### src/rtl/phase_cal_sweeper.sv
// Sweeps an external clock adjuster through one full phase wrap, finds the longest
// run of positions where the link passes, then steps the adjuster to the run's centre.
module phase_cal_sweeper #(
  parameter int NUM_STEPS     = 56,
  parameter int HOLD_CYCLES   = 4,
  parameter int SETTLE_CYCLES = 64,
  parameter int TEST_CYCLES   = 256,
  parameter int MIN_WINDOW    = 4
) (
  input  logic       clk,
  input  logic       rst_in_n,
  input  logic       start,
  input  logic       pass_in,
  output logic       inc_trigger,
  output logic [5:0] phase_pos,
  output logic       busy,
  output logic       done,
  output logic       cal_ok,
  output logic [5:0] win_start,
  output logic [6:0] win_len
);

  localparam int CNT_MAX0 = (HOLD_CYCLES > SETTLE_CYCLES) ? HOLD_CYCLES : SETTLE_CYCLES;
  localparam int CNT_MAX  = (CNT_MAX0 > TEST_CYCLES) ? CNT_MAX0 : TEST_CYCLES;
  localparam int CNT_W    = $clog2(CNT_MAX + 1);

  localparam logic [CNT_W-1:0] TEST_LAST   = CNT_W'(TEST_CYCLES - 1);
  localparam logic [CNT_W-1:0] HOLD_LAST   = CNT_W'(HOLD_CYCLES - 1);
  localparam logic [CNT_W-1:0] SETTLE_LAST = CNT_W'(SETTLE_CYCLES - 1);

  typedef enum logic [3:0] {
    IDLE, TEST, INC_HI, INC_LO, SETTLE, EVAL, CTR_HI, CTR_LO, CTR_SETTLE, DONE
  } state_t;

  state_t           state, state_next;
  logic [CNT_W-1:0] cnt, cnt_last;
  logic             cnt_done;
  logic [6:0]       pos_idx;
  logic             pass_acc;
  logic [6:0]       cur_len;
  logic [5:0]       cur_start;
  logic [6:0]       ctr_rem;
  logic [6:0]       center_cnt;
  logic             sweep_end, win_ok, last_pos, inc_next;
  logic [6:0]       ext_len;
  logic [5:0]       ext_start;

  assign busy       = (state != IDLE) && (state != DONE);
  assign cnt_done   = (cnt == cnt_last);
  assign sweep_end  = (pos_idx == 7'(NUM_STEPS));
  assign last_pos   = (pos_idx == 7'(NUM_STEPS - 1));
  assign center_cnt = {1'b0, win_start} + {1'b0, win_len[6:1]};
  assign win_ok     = (win_len >= 7'(MIN_WINDOW));
  assign inc_next   = (state_next == INC_HI) || (state_next == CTR_HI);

  // Run tracker candidate: current run extended by this position if it passed
  assign ext_len   = pass_acc ? (cur_len + 7'd1) : cur_len;
  assign ext_start = (pass_acc && (cur_len == 7'd0)) ? pos_idx[5:0] : cur_start;

  always_comb begin
    cnt_last = '0;
    case (state)
      TEST:                          cnt_last = TEST_LAST;
      INC_HI, INC_LO, CTR_HI, CTR_LO: cnt_last = HOLD_LAST;
      SETTLE, CTR_SETTLE:            cnt_last = SETTLE_LAST;
      default:                       cnt_last = '0;
    endcase
  end

  always_comb begin
    state_next = state;
    case (state)
      IDLE, DONE: if (start) state_next = TEST;
      TEST:       if (cnt_done) state_next = EVAL;
      EVAL:       state_next = INC_HI;
      INC_HI:     if (cnt_done) state_next = INC_LO;
      INC_LO:     if (cnt_done) state_next = SETTLE;
      SETTLE: begin
        if (cnt_done) begin
          if (!sweep_end)                          state_next = TEST;
          else if (win_ok && (center_cnt != 7'd0)) state_next = CTR_HI;
          else                                     state_next = DONE;
        end
      end
      CTR_HI:     if (cnt_done) state_next = CTR_LO;
      CTR_LO:     if (cnt_done) state_next = CTR_SETTLE;
      CTR_SETTLE: if (cnt_done) state_next = (ctr_rem == 7'd1) ? DONE : CTR_HI;
      default:    state_next = IDLE;
    endcase
  end

  always_ff @(posedge clk or negedge rst_in_n) begin
    if (!rst_in_n) begin
      state       <= IDLE;
      cnt         <= '0;
      inc_trigger <= 1'b0;
      phase_pos   <= '0;
      done        <= 1'b0;
      cal_ok      <= 1'b0;
      win_start   <= '0;
      win_len     <= '0;
      pos_idx     <= '0;
      pass_acc    <= 1'b0;
      cur_len     <= '0;
      cur_start   <= '0;
      ctr_rem     <= '0;
    end else begin
      state       <= state_next;
      inc_trigger <= inc_next;
      done        <= (state_next == DONE) && (state != DONE);

      if ((state_next != state) || (state == IDLE) || (state == DONE))
        cnt <= '0;
      else
        cnt <= cnt + 1'b1;

      // Mirror the adjuster: one step per rising edge of inc_trigger
      if (inc_next && !inc_trigger)
        phase_pos <= (phase_pos == 6'(NUM_STEPS - 1)) ? 6'd0 : phase_pos + 6'd1;

      case (state)
        IDLE, DONE: begin
          if (start) begin
            pos_idx   <= '0;
            cur_len   <= '0;
            cur_start <= '0;
            win_start <= '0;
            win_len   <= '0;
            cal_ok    <= 1'b0;
            ctr_rem   <= '0;
          end
        end
        TEST: pass_acc <= pass_acc & pass_in;
        EVAL: begin
          pos_idx <= pos_idx + 7'd1;
          // A fail closes the run; the final position also closes it so runs never wrap
          if (!pass_acc || last_pos) begin
            if (ext_len > win_len) begin
              win_len   <= ext_len;
              win_start <= ext_start;
            end
            cur_len <= '0;
          end else begin
            cur_len   <= ext_len;
            cur_start <= ext_start;
          end
        end
        SETTLE: begin
          if (cnt_done && sweep_end) begin
            cal_ok  <= win_ok;
            ctr_rem <= center_cnt;
          end
        end
        CTR_SETTLE: if (cnt_done) ctr_rem <= ctr_rem - 7'd1;
        default: ;
      endcase

      if ((state != TEST) && (state_next == TEST))
        pass_acc <= 1'b1;
    end
  end

endmodule

### config.mk
export PLATFORM = sky130hd
export DESIGN_NAME = phase_cal_sweeper
export DESIGN_NICKNAME = d
export VERILOG_FILES = /design/src/rtl/phase_cal_sweeper.sv
export SDC_FILE = /design/constraint.sdc
export NUM_CORES = 1
export LEC_CHECK = 0
export BUFFER_PORTS_ARGS = -buffer_cell sky130_fd_sc_hd__buf_2
export CAP_MARGIN = 10
export CORE_MARGIN = 5
export CORE_UTILIZATION = 60
export DETAILED_ROUTE_END_ITERATION = 7
export HOLD_SLACK_MARGIN = 0.02
export PLACE_DENSITY = 0.79
export SETUP_SLACK_MARGIN = 0.05
export SYNTH_ARGS = -nofsm -noshare
export SYNTH_HDL_FRONTEND = slang
export SYNTH_SLANG_ARGS = --single-unit
export TNS_END_PERCENT = 20
### constraint.sdc
create_clock -name clk -period 3.7 [get_ports clk]
set_input_delay 0.555 -clock clk [delete_from_list [all_inputs] [get_ports clk]]
set_output_delay 0.555 -clock clk [all_outputs]
set_load 0.005 [all_outputs]
==> results of run 1 <==
-- logic make-up after synthesis --
group,count (synthesis),synth area share [%]
DFF,63,38.3
adders and majority gates,22,6.87
buffers and inverters,46,5.08
xor gates and xnor gates,19,4.23
AOI/OAI and AO/OA,126,21.7
and+or+nand+nor,172,20.9
muxes,10,2.92
-- worst max path at each step --
stage            startpoint           end  depth (start not counted)
2_1_floorplan  win_start[1]  phase_pos[3]                         10
6_report           state[0]  phase_pos[3]                          8
3_3_place_gp     win_len[2]  phase_pos[3]                         10
3_5_place_dp     win_len[2]  phase_pos[3]                         10
4_1_cts            state[0]  phase_pos[3]                          8
5_1_grt            state[0]    ctr_rem[2]                          8
-- final cells by class --
type                            instances  area share, %
Clock buffer                           12           3.43
Clock inverter                          3           1.99
Inverter                               27           2.27
Multi-Input combinational cell        349           51.5
Sequential cell                        63           34.9
Tap cell                               80           2.21
Timing Repair Buffer                   31           3.71
-- per-layer routing --
metal	GRT usage [%]	up-vias
li1	-	1695
met5	0	-
met1	30.7	1694
met4	7.81	0
met3	3.82	16
met2	38.9	131
-- synthesized netlist by cell type (all sizes together) (9+ instances only) --
master | count | share of area, %
nand3 | 15 | 1.8
inv | 26 | 2.4
nor2b | 10 | 1.5
buf | 12 | 1.9
o21ai | 40 | 5.0
xor2 | 10 | 2.3
nand2 | 54 | 4.9
a21oi | 20 | 2.5
o31ai | 18 | 3.4
xnor2 | 9 | 1.9
nor2 | 48 | 4.4
dfrtp | 63 | 38
ha | 21 | 6.4
nor3 | 10 | 1.2
-- worst register-to-register path, stage by stage (launching register included) --
cell      delay, ps
dfrtp_1         850
xor2_2          180
o211ai_2        310
mux2i_4         370
nand2_1         190
a31oi_2         340
nand4b_4        210
or4_1           540
nand2_1          70
-- sequential cells by signal, summed over array words and instances, names as in the netlist, 4 cells and up --
signal	cells
win_len	7
cnt	9
cur_len	7
cur_start	6
pos_idx	7
ctr_rem	7
state	4
win_start	6
phase_pos	6
-- where the power goes --
part           internal [mW]  switching (mW)
clock                  0.481           0.268
combinational          0.681            1.00
sequential             0.835           0.284
-- through the flow --
step	cells	hold WS [ps]	power, mW
final	565	265	3.55
after floorplan	458	259	2.41
after CTS	565	284	3.54
after detailed placement	550	481	2.77
after global placement	550	458	2.71
after global routing	565	330	3.80
==> impl_metrics.yaml, run 1 <==
synthesis:
  postSynth.asyncResetShare_pct: 100
  synth_edf_count: 0
  yosysSeqAreaShare_pct: 38.3
  synth_nets: 484
  synth-seq-cells: 63
  yosysWarnings: 0
  syn_avg_cell_area_sq_um: 8.99
  ys.flop_type: "dfrtp_1"
  synthesis.area_sq_um: 4120
  ys_types: 72
  netlist_instances: 458
critical_path:
  r2r_end: "phase_pos[3]"
  crit_chain: "xor2_2, o211ai_2, mux2i_4, nand2_1, a31oi_2, nand4b_4, or4_1, nand2_1"
  crit_slowest_cell: "dfrtp_1"
  worst-r2r-setup-slack_ps: 590
  worst-path-buf-inv: 0
  worst_setup_path_start_kind: "flop"
  cp_data_arrival_time_ps: 3380
  reg2reg_from: "state[0]"
  path_delay_family: "simple AND/OR/NAND/NOR gates"
  cpMostUsedCell: "nand2_1"
  required_ps: 3980
  reg2reg_depth: 8
  end_kind: "flop"
  slowest_delay_ps: 850
  path_class: "reg -> reg"
  path_max_fanout: 20
layout:
  fillers: 525
  multiInputGateArea_sq_um: 2330
  fin_area_sq_um: 4520
  fin_util_pct: 67.3
  drive_gt1_share_pct: 13.4
  layout_commonest_cell: "dfrtp_1"
  area_growth_pct: 9.88
  final_cell_mix: "dfrtp_1 (63), nand2_1 (54), nor2_1 (48)"
  finalNetCount: 507
  antenna_cells: 0
  seqCellArea_sq_um: 1580
route:
  drc: 0
  dr.max_layer_used: "met4"
  avgRoutedWirePerCell_um: 16.9
  first_pass_iters: 6
  detail-route-antenna-nets: 0
  finalWirelength_mm: 9.55
  avgViaCountPerCell: 6.26
  drt_iter0_drc: 219
  dr_total_vias: 3536
  wl_met2_mm: 4.75
  met1_length_mm: 4.07
  wl_met3_um: 567
clock_tree:
  insertion_delay_ps: 350
  path_clk_slew_ps: 80
  htree_levels: 3
  cts_resized: 0
  postCtsHoldBufs: 0
  cts_tree: "built"
  clk_path_buf_depth: 2
  cts_root_buffer: "clkbuf_8"
  numCtsBuffers: 9
  post_cts_buffers: 0
  cts.sink_count: 63
placed_design:
  dp_slack_ps: 678
  dp_hpwl_mm: 6.86
  place_congestion: 0.905
  port_buffers: 26
  postPlaceCellArea_sq_um: 4280
hold_path:
  hold_class: "in -> async"
pwr:
  p_leak_nw: 2.06
  p_per_area_nw_per_um2: 786
  vdd.ir_drop.worst_mv: 0.412
sta:
  drv_slew: 0
  slew_headroom_pct: 48.6
  tightest_slew_ps: 771
  worst_slack_ps: 593
  rsz0062_at_grt: "false"
  hold_viol: 0
  clock-skew-final_ps: 13.6
  max_freq_mhz: 322
  setup_viol: 0
  timing.final.crit_share_pct: 84.0
  setup_tns_ps: 0
  fin_crit_ps: 3110
floorplan:
  die_h_um: 92.8
  coreArea_sq_um: 6720
  die-area_sq_um: 8620
  io_pins: 27
  core.rowCount: 30
  initial_utilization_pct: 61.3
  die_w_um: 92.8
grt:
  grt_pass1_wl_mm: 16.2
  antenna_found_initial: 0
  grt_max_degree: 33
  grtUsageTotal_pct: 23.3
  first_global_vias: 3364
  grt_overflow: 0
job:
  cap_viol_max_count: 0
outcome:
  outcome: "complete, no violations"
Power figures use the tool's default switching activity.
==> run 2, diff against run 1 <==
Settings changed: CORE_UTILIZATION 60 to 55, PLACE_DENSITY 0.79 to 0.76.
Clock period 3.7 ns to 2.6 ns, I/O delays scaled along.
==> run 2 against run 1 <==
Net effect:
- the run now ends with setup timing left
- critical path type unchanged
- critical path depth up 3
- register-to-register slack worse by 680 ps
- combinational power up 110%
- fmax up 16%
- worst setup slack worse by 680 ps
- routed wire length up 13%
- critical endpoint unchanged
- clock-buffer cell count down 1
- design area up 14%
- via count up 7.1%
- die area up 8.1%
==> impl_metrics.yaml, run 2 (synthesized netlist as in run 1, its figures left out) <==
clock_tree:
  cts_root_buffer: "clkbuf_8"
  cts.sink_count: 63
  numCtsBuffers: 9
  htree_levels: 3
  postCtsHoldBufs: 0
  path_clk_slew_ps: 70
  cts_tree: "built"
  clk_path_buf_depth: 2
  insertion_delay_ps: 340
layout:
  final_cell_mix: "buf_4 (69), dfrtp_1 (60), nand2_1 (52)"
  layout_commonest_cell: "buf_4"
  finalNetCount: 575
  seqCellArea_sq_um: 1580
  drive_gt1_share_pct: 29.4
  fillers: 552
  antenna_cells: 0
  layoutNonFillerInstCount: 650
  multiInputGateArea_sq_um: 2470
  largest_reg_flops: 9
  top_register: "cnt"
  area_growth_pct: 25.3
floorplan:
  die_h_um: 96.5
  die-area_sq_um: 9310
  core.rowCount: 31
  die_w_um: 96.5
  initial_utilization_pct: 56.8
  io_pins: 27
  coreArea_sq_um: 7250
grt:
  grt_max_degree: 39
  grtUsageTotal_pct: 23.5
  first_global_vias: 3584
  grt_pass1_wl_mm: 16.9
  antenna_found_initial: 0
  grt_overflow: 0
critical_path:
  r2r_end: "phase_pos[3]"
  required_ps: 2870
  crit_start: "win_start[0]"
  cp_data_arrival_time_ps: 2960
  path_class: "reg -> reg"
  worst_setup_path_start_kind: "flop"
  end_kind: "flop"
  path_max_fanout: 4
  reg2reg_from: "win_start[0]"
  worst-r2r-setup-slack_ps: -80
  reg2reg_depth: 11
route:
  drc: 0
  first_pass_iters: 4
  detail-route-antenna-nets: 0
  dr_total_vias: 3786
  finalWirelength_mm: 10.8
  avgRoutedWirePerCell_um: 16.6
  drt_iter0_drc: 177
  avgViaCountPerCell: 5.82
placed_design:
  dp_cells: 630
  port_buffers: 26
  place_congestion: 0.965
  dp_hpwl_mm: 7.80
sta:
  fin_crit_ps: 2680
  rsz0062_at_grt: "true"
  timing.final.crit_share_pct: 103
  slew_headroom_pct: 42.6
  worst_slack_ps: -83.9
  tightest_slew_ps: 860
  setup_viol: 21
  max_freq_mhz: 373
  clock-skew-final_ps: 8.57
  hold_viol: 0
  drv_slew: 0
hold_path:
  hold_class: "in -> async"
pwr:
  power_mw: 5.61
  p_per_area_nw_per_um2: 1090
  p_leak_nw: 2.39
  vdd.ir_drop.worst_mv: 0.696
outcome:
  violations: "setup timing"
  outcome: "finished, violations left"
job:
  cap_viol_max_count: 0
-- run 2: layout make-up --
cell class / count / area share [%]
multi-input cells: 349 / 47.9
flip-flops and latches: 63 / 30.6
repair buffers: 99 / 14.1
clock buffers: 11 / 2.74
well taps: 99 / 2.40
inverters: 27 / 1.99
clock inverters: 2 / 0.194
-- run 2: worst max path at each step --
| stage | endpoint | depth (start not counted) | slack [ps] |
|---|---|---|---|
| 2_1_floorplan | cnt[2] | 9 | -30 |
| 3_3_place_gp | cnt[4] | 9 | -50 |
| 3_5_place_dp | cnt[6] | 10 | -180 |
| 4_1_cts | cnt[6] | 9 | -100 |
| 5_1_grt | win_len[3] | 14 | -230 |
| 6_report | phase_pos[3] | 11 | -80 |
-- run 2: worst max-delay path, stage by stage, from the launching register on --
cell and delay (ps):
dfrtp_1 400, ha_2 200, fa_2 370, nand3_2 120, a21boi_2 70, o221ai_2 280
o21ai_2 130, o211a_1 280, clkinv_2 80, nand4b_4 130, or4_1 490, nand2_1 70
-- run 2: routing by layer --
layer  vias to the layer above  global-route usage, %  wire length [um]
li1                       1827                      -                 -
met1                      1840                   31.6              4720
met2                        99                   38.6              5360
met3                        20                   4.42               474
met4                         0                   7.01               220
met5                         -                      0                 0
-- run 2: what timing repair did --
item	in CTS	in global routing
buffers inserted	3	2
cloned	0	2
pin swaps	5	6
endpoints found under the setup margin	23	36
gates resized for setup	6	28
-- run 2: metrics by stage --
step	util, %	setup slack, ps	hold WS [ps]	cell area, sq um	setup TNS [ps]
floorplan	-	-34.4	94.4	4130	-137
global placement	66.0	-54.9	455	4790	-217
detailed placement	66.0	-179	479	4790	-1060
CTS	68.7	-99.8	174	4980	-629
global route	71.1	-232	212	5160	-4230
finish	71.1	-83.9	158	5160	-837
-- run 2: power by group --
part	internal (mW)	switching (mW)	total [mW]
combinational	1.60	1.85	3.45
clock	0.353	0.364	0.717
sequential	1.20	0.247	1.44
==> run 3, diff against run 2 <==
Settings changed: CELL_PAD_IN_SITES_DETAIL_PLACEMENT from default to 2, CELL_PAD_IN_SITES_GLOBAL_PLACEMENT from default to 2, CORE_UTILIZATION 55 to 36, CTS_BUF_LIST from default to sky130_fd_sc_hd__clkbuf_4, PLACE_DENSITY 0.76 to default, PLACE_DENSITY_LB_ADDON from default to 0.1.
==> run 3 against run 2 <==
Net effect:
- the flow still finishes with violations (setup timing)
- fmax is 4.0% lower
- design area is 5.0% higher
- cell count is 10% higher
- worst setup slack worse by 110 ps
- clock power is 13% higher
- largest cell class unchanged
- largest power group unchanged
- highest routed layer unchanged
==> impl_metrics.yaml, run 3 (synthesized netlist as in run 1, its figures left out) <==
outcome:
  outcome: "finished, violations left"
  violations: "setup timing"
sta:
  setup_viol: 21
  worst_slack_ps: -196
  tightest_slew_ps: 721
  rsz0062_at_grt: "true"
  max_freq_mhz: 358
  drv_slew: 0
  slew_headroom_pct: 51.9
  clock-skew-final_ps: 16.2
  hold_viol: 0
  timing.final.crit_share_pct: 108
  setup_tns_ps: -1340
  fin_crit_ps: 2800
clock_tree:
  insertion_delay_ps: 460
  numCtsBuffers: 9
  clk_path_buf_depth: 2
  cts.sink_count: 63
  path_clk_slew_ps: 120
  cts_root_buffer: "clkbuf_4"
  htree_levels: 3
  cts_tree: "built"
layout:
  drive_gt1_share_pct: 34.4
  finalNetCount: 596
  largest_reg_flops: 9
  fin_area_sq_um: 5420
  area_growth_pct: 31.6
  fin_util_pct: 47.8
  layout_commonest_cell: "buf_4"
  top_register: "cnt"
  final_cell_mix: "buf_4 (91), dfrtp_1 (61), nand2_1 (49)"
  antenna_cells: 0
route:
  drc: 0
  first_pass_iters: 4
  drt_iter0_drc: 92
  finalWirelength_mm: 14.5
  avgRoutedWirePerCell_um: 20.1
  dr_total_vias: 3938
  detail-route-antenna-nets: 0
  avgViaCountPerCell: 5.48
critical_path:
  crit_chain: "ha_1, a211o_1, and3_4, o311ai_4, nor3_2, o32ai_4, nand4b_4, or4_4, nand2_2"
  path_max_fanout: 4
  path_class: "reg -> reg"
  required_ps: 3000
  worst_setup_path_start_kind: "flop"
  cp_data_arrival_time_ps: 3200
  slowest_delay_ps: 520
  crit_slowest_cell: "or4_4"
  end_kind: "flop"
grt:
  grt_pass1_wl_mm: 23.0
  grtUsageTotal_pct: 22.1
  first_global_vias: 4302
  antenna_found_initial: 0
  grt_overflow: 0
  grt_max_degree: 29
pwr:
  p_leak_nw: 2.50
  power_mw: 6.03
  vdd.ir_drop.worst_mv: 0.508
  p_per_area_nw_per_um2: 1110
floorplan:
  die_h_um: 117
  die-area_sq_um: 13700
  coreArea_sq_um: 11300
  core.rowCount: 39
  initial_utilization_pct: 36.4
  die_w_um: 117
  io_pins: 27
hold_path:
  hold_class: "in -> reg"
placed_design:
  dp_hpwl_mm: 10.9
  port_buffers: 26
  place_congestion: 0.826
  dp_slack_ps: -249
  postPlaceCellArea_sq_um: 4970
job:
  cap_viol_max_count: 0
==> run 3: cell count changes in the layout (fill, tap and decap cells not counted), moves of 3 or more <==
cell,previous run,this run
clkbuf_4,0,11
o31ai_1,14,11
nor2_2,4,8
buf_4,69,91
nand2_1,52,49
clkbuf_8,10,0
o31ai_2,3,6
nor2_1,44,40
==> run 3: repair_timing <==
item | in CTS | in global routing
endpoints found under the setup margin | 50 | 48
gates resized for setup | 28 | 20
pin swaps | 12 | 7
endpoints found under the hold margin | 25 | 0
cloned | 0 | 0
buffers inserted | 11 | 2
hold buffers | 1 | 0
==> run 3: area by class of cell <==
class	count	area, sq um
timing repair buffer	120	863
tap	143	179
inverter	27	103
sequential	63	1580
clock buffer	11	82.6
multi-input combinational	349	2540
fill	1246	5910
clock inverter	5	72.6
==> run 3: per-layer routing <==
layer  part of all wire, %  vias up  GRT usage (%)
met5                     0        -              0
met4                   2.1        0           8.41
met3                   1.2       19           3.03
met2                    53       24           39.7
met1                    44     2019           26.9
li1                      -     1876              -
==> run 3: path summary, 6_finish.rpt <==
check / from / to / slack, ps / cells after the start
worst min register to register: pos_idx[6] / pos_idx[6] / 480 / 1
worst min-delay path: pass_in / pass_acc / 270 / 3
max in group asynchronous: rst_in_n / cur_len[2] / 1460 / 3
min in group asynchronous: rst_in_n / cnt[0] / 510 / 2
worst max register to register: win_start[1] / phase_pos[3] / -200 / 9
worst max-delay path: win_start[1] / phase_pos[3] / -200 / 9
==> run 3: where the power goes <==
part | total, mW | switching (mW) | internal (mW)
logic | 3.77 | 2.08 | 1.70
clock network | 0.807 | 0.403 | 0.404
registers | 1.45 | 0.253 | 1.19
==> run 3: metrics by stage <==
stage          std cells  hold WS [ps]
3_3_place_gp         689           458
6_report             718           273
3_5_place_dp         689           466
4_1_cts              716           244
5_1_grt              718           281
2_1_floorplan        458          94.4
==> run 3: worst max-delay path: cells and delay by family (launching register included) <==
kind	cells	cell delay, ps
simple gates	5	1090
fa+ha+maj	1	300
compound gates	3	920
flops	1	430
